===== config.mk =====
export PLATFORM = sky130hd
export DESIGN_NAME = rpn_lan_tx
export DESIGN_NICKNAME = d
export VERILOG_FILES = /design/src/rtl/rpn_lan_tx.sv
export SDC_FILE = /design/constraint.sdc
export NUM_CORES = 1
export LEC_CHECK = 0
export CAP_MARGIN = 20
export CORE_AREA = 2 2 689 691
export DETAILED_ROUTE_END_ITERATION = 8
export DIE_AREA = 0 0 691 693
export PLACE_DENSITY = 0.3
export SYNTH_ARGS = -nofsm -noshare
export SYNTH_HDL_FRONTEND = slang
export SYNTH_SLANG_ARGS = --single-unit

===== constraint.sdc =====
create_clock -name i_clk -period 3.3 [get_ports i_clk]
set_input_delay 0.66 -clock i_clk [delete_from_list [all_inputs] [get_ports i_clk]]
set_output_delay 0.66 -clock i_clk [all_outputs]
set_load 0.02 [all_outputs]

===== src/rtl/rpn_lan_tx.sv =====
// Reliable LAN transmitter: stamps control messages with per-destination sequence numbers,
// sends them over KnownIP, retries on ACK timeout. Optional recovery via RPN_LAN_TX_SEQ_CHECK_EN.
module rpn_lan_tx #(
  parameter int NODE_ID_WIDTH   = 8,
  parameter int SEQ_WIDTH       = 32,
  parameter int PAYLOAD_WIDTH   = 448,
  parameter int AXIS_DATA_WIDTH = 512,
  parameter int AXIS_KEEP_WIDTH = 64,
  parameter int BRAM_ADDR_WIDTH = 32,
  parameter int TIMEOUT_CYCLES  = 1024,
  parameter int MAX_RETRIES     = 3,
  parameter logic [7:0] MSG_LAN_DATA          = 8'h01,
  parameter logic [7:0] MSG_LAN_ACK           = 8'h02,
  parameter logic [7:0] MSG_LAN_SEQ_NUM_CHECK = 8'h03,
  parameter logic [7:0] MSG_LAN_SEQ_NUM_REPLY = 8'h04
) (
  input  logic                       i_clk,
  input  logic                       i_ap_rst_n,
  input  logic [NODE_ID_WIDTH-1:0]   i_node_id,
  input  logic [15:0]                i_KIP_port_number,
  input  logic                       from_ctrl_tvalid,
  output logic                       from_ctrl_tready,
  input  logic [PAYLOAD_WIDTH-1:0]   from_ctrl_tdata,
  input  logic [NODE_ID_WIDTH-1:0]   from_ctrl_tdest,
  input  logic [31:0]                from_ctrl_tuser,
  output logic                       to_nb_KIP_tvalid,
  input  logic                       to_nb_KIP_tready,
  output logic [AXIS_DATA_WIDTH-1:0] to_nb_KIP_tdata,
  output logic [AXIS_KEEP_WIDTH-1:0] to_nb_KIP_tkeep,
  output logic [63:0]                to_nb_KIP_tuser,
  output logic                       to_nb_KIP_tlast,
  input  logic                       from_ack_tvalid,
  output logic                       from_ack_tready,
  input  logic [AXIS_DATA_WIDTH-1:0] from_ack_tdata,
  output logic                       to_seq_BRAM_CLK,
  output logic                       to_seq_BRAM_RST,
  output logic                       to_seq_BRAM_EN,
  output logic [3:0]                 to_seq_BRAM_WEN,
  output logic [BRAM_ADDR_WIDTH-1:0] to_seq_BRAM_ADDR,
  output logic [SEQ_WIDTH-1:0]       to_seq_BRAM_DIN,
  input  logic [SEQ_WIDTH-1:0]       to_seq_BRAM_DOUT,
  output logic                       o_tx_fail
);

  localparam int TW = $clog2(TIMEOUT_CYCLES) + 1;
  localparam int RW = $clog2(MAX_RETRIES + 1) + 1;

  typedef enum logic [2:0] {
    IDLE,
    READ_SEQ,
    SEND,
    WAIT_ACK,
`ifdef RPN_LAN_TX_SEQ_CHECK_EN
    SEND_CHECK,
    WAIT_REPLY,
`endif
    WRITE_SEQ
  } state_t;

  state_t                   state_q;
  logic [PAYLOAD_WIDTH-1:0] payload_q;
  logic [NODE_ID_WIDTH-1:0] dest_q;
  logic [31:0]              ip_q;
  logic [SEQ_WIDTH-1:0]     seq_q;
  logic [RW-1:0]            retry_q;
  logic [TW-1:0]            timer_q;
  logic                     fail_q;

  logic [7:0]               ackType;
  logic [NODE_ID_WIDTH-1:0] ackNode;
  logic [SEQ_WIDTH-1:0]     ackSeq;
  logic                     ackFromDest;
  logic                     ackMatch;
  logic                     timeout;
  logic                     retriesLeft;
  logic [7:0]               msgType;
  logic [NODE_ID_WIDTH-1:0] addrNode;
  logic                     unusedBits;

  assign ackType     = from_ack_tdata[7:0];
  assign ackNode     = from_ack_tdata[8 +: NODE_ID_WIDTH];
  assign ackSeq      = from_ack_tdata[16 +: SEQ_WIDTH];
  assign ackFromDest = from_ack_tvalid && (ackNode == dest_q);
  assign ackMatch    = ackFromDest && (ackType == MSG_LAN_ACK) && (ackSeq == seq_q);
  assign timeout     = (timer_q == TW'(TIMEOUT_CYCLES - 1));
  assign retriesLeft = (retry_q < RW'(MAX_RETRIES));
  assign unusedBits  = ^{from_ack_tdata[AXIS_DATA_WIDTH-1:16+SEQ_WIDTH],
                         MSG_LAN_SEQ_NUM_CHECK, MSG_LAN_SEQ_NUM_REPLY};

  always_ff @(posedge i_clk or negedge i_ap_rst_n) begin
    if (!i_ap_rst_n) begin
      state_q   <= IDLE;
      payload_q <= '0;
      dest_q    <= '0;
      ip_q      <= '0;
      seq_q     <= '0;
      retry_q   <= '0;
      timer_q   <= '0;
      fail_q    <= 1'b0;
    end else begin
      fail_q <= 1'b0;
      case (state_q)
        IDLE: begin
          if (from_ctrl_tvalid) begin
            payload_q <= from_ctrl_tdata;
            dest_q    <= from_ctrl_tdest;
            ip_q      <= from_ctrl_tuser;
            state_q   <= READ_SEQ;
          end
        end
        READ_SEQ: begin
          seq_q   <= to_seq_BRAM_DOUT + SEQ_WIDTH'(1);
          retry_q <= '0;
          timer_q <= '0;
          state_q <= SEND;
        end
        SEND: begin
          if (to_nb_KIP_tready) begin
            timer_q <= '0;
            state_q <= WAIT_ACK;
          end
        end
        WAIT_ACK: begin
          // A match on the timeout cycle still wins over the retry.
          if (ackMatch) begin
            state_q <= WRITE_SEQ;
          end else if (timeout) begin
            if (retriesLeft) begin
              retry_q <= retry_q + RW'(1);
              state_q <= SEND;
            end else begin
`ifdef RPN_LAN_TX_SEQ_CHECK_EN
              state_q <= SEND_CHECK;
`else
              fail_q  <= 1'b1;
              state_q <= IDLE;
`endif
            end
          end else begin
            timer_q <= timer_q + TW'(1);
          end
        end
`ifdef RPN_LAN_TX_SEQ_CHECK_EN
        SEND_CHECK: begin
          if (to_nb_KIP_tready) begin
            timer_q <= '0;
            state_q <= WAIT_REPLY;
          end
        end
        WAIT_REPLY: begin
          // Reply seq equal to ours means the data arrived but its ACK was lost.
          if (ackFromDest && (ackType == MSG_LAN_SEQ_NUM_REPLY)) begin
            if (ackSeq == seq_q) begin
              state_q <= WRITE_SEQ;
            end else if (ackSeq == seq_q - SEQ_WIDTH'(1)) begin
              retry_q <= '0;
              state_q <= SEND;
            end else begin
              fail_q  <= 1'b1;
              state_q <= IDLE;
            end
          end else if (timeout) begin
            fail_q  <= 1'b1;
            state_q <= IDLE;
          end else begin
            timer_q <= timer_q + TW'(1);
          end
        end
`endif
        WRITE_SEQ: state_q <= IDLE;
        default:   state_q <= IDLE;
      endcase
    end
  end

  always_comb begin
    to_nb_KIP_tvalid = 1'b0;
    msgType          = MSG_LAN_DATA;
    if (state_q == SEND) begin
      to_nb_KIP_tvalid = 1'b1;
    end
`ifdef RPN_LAN_TX_SEQ_CHECK_EN
    if (state_q == SEND_CHECK) begin
      to_nb_KIP_tvalid = 1'b1;
      msgType          = MSG_LAN_SEQ_NUM_CHECK;
    end
`endif
  end

  assign from_ctrl_tready = (state_q == IDLE);
  assign from_ack_tready  = 1'b1;

  assign to_nb_KIP_tdata = AXIS_DATA_WIDTH'({payload_q, 16'h0000, seq_q, i_node_id, msgType});
  assign to_nb_KIP_tkeep = '1;
  assign to_nb_KIP_tuser = {i_KIP_port_number, i_KIP_port_number, ip_q};
  assign to_nb_KIP_tlast = 1'b1;

  // The read is issued straight from IDLE so DOUT is ready in READ_SEQ.
  assign addrNode         = (state_q == IDLE) ? from_ctrl_tdest : dest_q;
  assign to_seq_BRAM_CLK  = i_clk;
  assign to_seq_BRAM_RST  = ~i_ap_rst_n;
  assign to_seq_BRAM_EN   = ((state_q == IDLE) && from_ctrl_tvalid) || (state_q == WRITE_SEQ);
  assign to_seq_BRAM_WEN  = (state_q == WRITE_SEQ) ? 4'hF : 4'h0;
  assign to_seq_BRAM_ADDR = BRAM_ADDR_WIDTH'({addrNode, 2'b00});
  assign to_seq_BRAM_DIN  = seq_q;
  assign o_tx_fail        = fail_q;

endmodule


-- Yosys cells after proc, flatten, opt, wreduce, memory -nomap -nowiden
Index checks and enable logic that the tools add are counted.
- add/subtract/negate cells: 3
- $lt $le $gt $ge: 1
- reduce and logical (&&, ||, !) cells: 12
- bitwise gates (word level): 1
- shifts and indexed selects: 0
- div/mod/pow operators: 0
- multiply operators: 0
- multiplexer cells: 21
- equality and inequality tests: 15
- operators by type and width (cell ; count):
    2-to-1 mux 11 bit ; 3
    one-hot mux 11 bit (3 select lines) ; 1
    adder 32 x 1 -> 32 bit, second input constant ; 1
    == test 32 bit ; 1
    2-to-1 mux 3 bit ; 7
    != test 2 bit, second input constant ; 6
    one-hot mux 3 bit (4 select lines) ; 1
    adder 11 x 1 -> 11 bit, second input constant ; 1
    == test 11 x 10 -> 1 bit, second input constant ; 1
    == test 8 x 2 -> 1 bit, second input constant ; 1
    == test 8 bit ; 1
    2-to-1 mux 8 bit ; 1
    AND reduction 4 bit ; 2
    == test 3 x 2 -> 1 bit, second input constant ; 2
    one-hot mux 3 bit (2 select lines) ; 1
    2-to-1 mux 1 bit ; 5
    logical AND 1 bit ; 4
    2-to-1 mux 4 bit ; 1
    adder 3 x 1 -> 3 bit, second input constant ; 1
    == test 3 x 1 -> 1 bit, second input constant ; 1
    == test 3 bit, second input constant ; 1
    zero test 3 bit ; 1
    < comparator 3 x 2 -> 1 bit, second input constant ; 1
    != test 3 bit, second input constant ; 1
    other kinds (7) ; 7
- register bits: 538
- latch bits: 0
- memory bits (writable): 0
- input port bits: 1061
- memories: 0
- bits in read-only memories: 0

-- Logic depth before layout (Yosys ltp)
- depth after elaboration: 6
- mapped depth: 10
- gate-level depth less buffers: 8

==> out/metrics.yaml <==
synth:
  post-synth-top-count-cell: "dfrtp_1"
  ys_seq_area_frac: 0.592
  syn-cell-area_mm2: 0.0227
  synth_edf_count: 0
  netlist_top_cells_count: "dfrtp_1 (538), mux2_2 (497), buf_4 (191)"
  yosys_warnings: 0
  yosysUniqueCellTypes: 53
  ys_ff_latch: 538
  synth_area_per_cell_um2: 14.2
  synth_area_leaders: "dfrtp_1 (59%), mux2_2 (25%), buf_4 (6.3%)"
  netlist_instances: 1598
  async_reset_ff_frac: 1.00
  synth_area_leader_cell: "dfrtp_1"
  synth-main-ff-cell: "dfrtp_1"
  synth_top_cell_area_share: 0.592
sta:
  min_period_over_period: 0.975
  clock_skew_ns: 0.0606
  fmax_mhz: 311
  hold_viol_final: 0
  hold_slack_ns: 0.129
  finalSetupViolations: 0
  relSlewSlack: 0.338
  tightest_slew_ns: 0.990
  maxSlewViolCount: 0
  fin_crit_ns: 3.22
  rsz0062_at_grt: "false"
die:
  dieArea_mm2: 0.479
  fp.dieH_um: 693
  start_util: 0.0481
  core_area_mm2: 0.472
  io_pins: 1777
  die_w_um: 691
  row_count: 253
critical_path:
  ff2ff_path_depth: 10
  cp_max_fo: 3
  path_cells: "buf_4 > clkdlybuf4s50_1"
  critical_path_depth: 2
  path_class: "register to primary output"
  critical-path-top-delay-family: "buffers and inverters"
  r2r_slack_ns: 0.22
  arrival_ns: 2.56
  crit_slowest_cell: "clkdlybuf4s50_1"
  start_kind: "register"
  slowest_delay_ns: 0.83
  crit_path_end_kind: "primary output"
  reg2reg_to: "timer_q[8]"
  crit_buf_inv: 2
  timing.rr.start: "to_seq_BRAM_DIN[15]"
  worstPathRequired_ns: 2.64
routing:
  ant_nets: 0
  drc: 0
  first_pass_iters: 6
  routed_wirelength_um: 224000
  wire_per_inst_um: 24.6
  viasPerCell: 1.99
  drt_iter0_drc: 593
  vias: 18130
layout:
  nets: 3842
  syn_to_final_growth_pct: 96.7
  final_cells: 9114
  drive_gt1_frac: 0.282
global_route:
  grt_max_degree: 142
  grt_antenna_before_repair: 124
  grt_pass1_vias: 19732
  grt_use_total: 0.0908
  grt_pass1_wl_um: 269000
  gr-total-overflow: 0
place:
  place_congestion: 0.913
  place_inst: 8928
  port_buffers: 1134
  hpwlAfterDp_um: 199000
cts:
  cts_tree: "yes"
  clkTransAtPathRegs_ns: 0.06
  clk_latency_ns: 0.94
hold_path:
  hold_class: "primary input to asynchronous set/reset pin"
outcome:
  status: "finished clean"
job:
  maxCapViolCount: 0
pwr:
  powerDensity_mw_per_mm2: 571
  ir_drop_mv: 0.308
  power.leakage_nw: 16.6
[cells by family after synthesis]
group,synth area share
buffers and inverters,0.0798
AOI/OAI and AO/OA,0.0159
xor gates and xnor gates,0.0270
other,0.000331
adders and majority gates,0.00165
muxes,0.247
and+or+nand+nor,0.0357
DFF,0.592
[stage by stage]
stage | instance area, µm² | setup WS, ns | util | setup TNS, ns | power [mW]
2_1_floorplan | 23100 | 0.547 | - | 0 | 10.7
3_3_place_gp | 41500 | -1.29 | 0.0879 | -21.19 | 15.9
3_5_place_dp | 41500 | -1.25 | 0.0879 | -20.61 | 15.9
4_1_cts | 44600 | 0.0000191 | 0.0945 | 0 | 26.5
5_1_grt | 44600 | 0.0118 | 0.0945 | 0 | 26.9
6_report | 44700 | 0.0814 | 0.0946 | 0 | 25.5
[registers in the layout, summed over array words and instances (netlist names)]
| signal | flops |
|---|---|
| timer_q | 11 |
| ip_q | 32 |
| dest_q | 8 |
| to_seq_BRAM_DIN | 32 |
| payload_q | 448 |
| retry_q | 3 |
| state_q | 3 |
| o_tx_fail | 1 |
[worst register-to-register path: stages (launching register included)]
cell     delay (ns)
dfrtp_1        0.53
xor2_1         0.24
nor4_1         0.52
buf_4          0.22
nand4_1        0.20
or4_1          0.47
buf_4          0.18
a31oi_4        0.20
buf_12         0.15
or4b_2         0.13
a21oi_1        0.07
[per-layer routing]
layer / vias to the layer above / GRT usage / part of all wire
li1: 7667 / - / -
met1: 8990 / 0.0962 / 0.37
met2: 1047 / 0.138 / 0.43
met3: 334 / 0.0707 / 0.17
met4: 92 / 0.0261 / 0.031
met5: - / 0 / 0.0028
[worst max-delay path by stage]
stage	start	end	slack, ns
finish	to_seq_BRAM_DIN[15]	to_nb_KIP_tdata[31]	0.08
global route	state_q[1]	to_seq_BRAM_ADDR[2]	0.01
CTS	to_seq_BRAM_DIN[18]	timer_q[8]	0.00002
detailed placement	from_ack_tdata[23]	timer_q[5]	-1.25
global placement	from_ack_tdata[23]	timer_q[5]	-1.29
floorplan	state_q[1]	to_seq_BRAM_EN	0.55
[power breakdown]
group	total, mW	internal [mW]	switching, mW
registers	8.23	7.50	0.731
logic	7.22	3.02	4.20
clock network	10.1	6.09	3.97
total	25.5	16.6	8.90
[area by class of cell]
type / instances / area, µm²
fillers: 54264 / 428000
inverters: 10 / 37.5
clock buffers: 127 / 2630
clock inverters: 33 / 390
diodes: 24 / 60.1
repair buffers: 1234 / 12400
well taps: 6247 / 7820
flip-flops and latches: 538 / 13500
multi-input cells: 901 / 7930
[cell usage in the layout, fill, tap and decap left out, types with 4 or more instances in the layout]
| cell type | Yosys | final |
|---|---|---|
| inv_6 | 0 | 4 |
| or3_1 | 5 | 5 |
| diode_2 | 0 | 24 |
| bufinv_16 | 0 | 7 |
| nor2_1 | 50 | 49 |
| nand3_1 | 10 | 10 |
| nand2_1 | 26 | 26 |
| nor3_1 | 5 | 5 |
| buf_4 | 191 | 106 |
| clkinvlp_4 | 0 | 5 |
| clkbuf_16 | 0 | 93 |
| clkdlybuf4s50_1 | 0 | 1092 |
| clkinv_2 | 0 | 13 |
| inv_1 | 10 | 10 |
| and3_1 | 6 | 6 |
| buf_12 | 0 | 26 |
| xnor2_1 | 19 | 19 |
| nand4_1 | 10 | 10 |
| nand2b_1 | 5 | 5 |
| xor2_1 | 51 | 49 |
| a21oi_1 | 36 | 36 |
| o21ai_0 | 7 | 7 |
| nor4_1 | 13 | 12 |
| clkbuf_1 | 15 | 16 |
| dlygate4sd2_1 | 0 | 6 |
| dfrtp_2 | 0 | 5 |
| dfrtp_1 | 538 | 533 |
| mux2_2 | 497 | 496 |
| clkbuf_8 | 0 | 17 |
| conb_1 | 2 | 114 |
[repair_timing]
action	CTS	global route
resized for setup	25	4
hold buffers	1	0
pin swaps	2	2
setup endpoints to repair	31	10
setup buffers	3	0
hold endpoints to repair	32	0
Note: power is estimated with default switching activity, not from simulation.
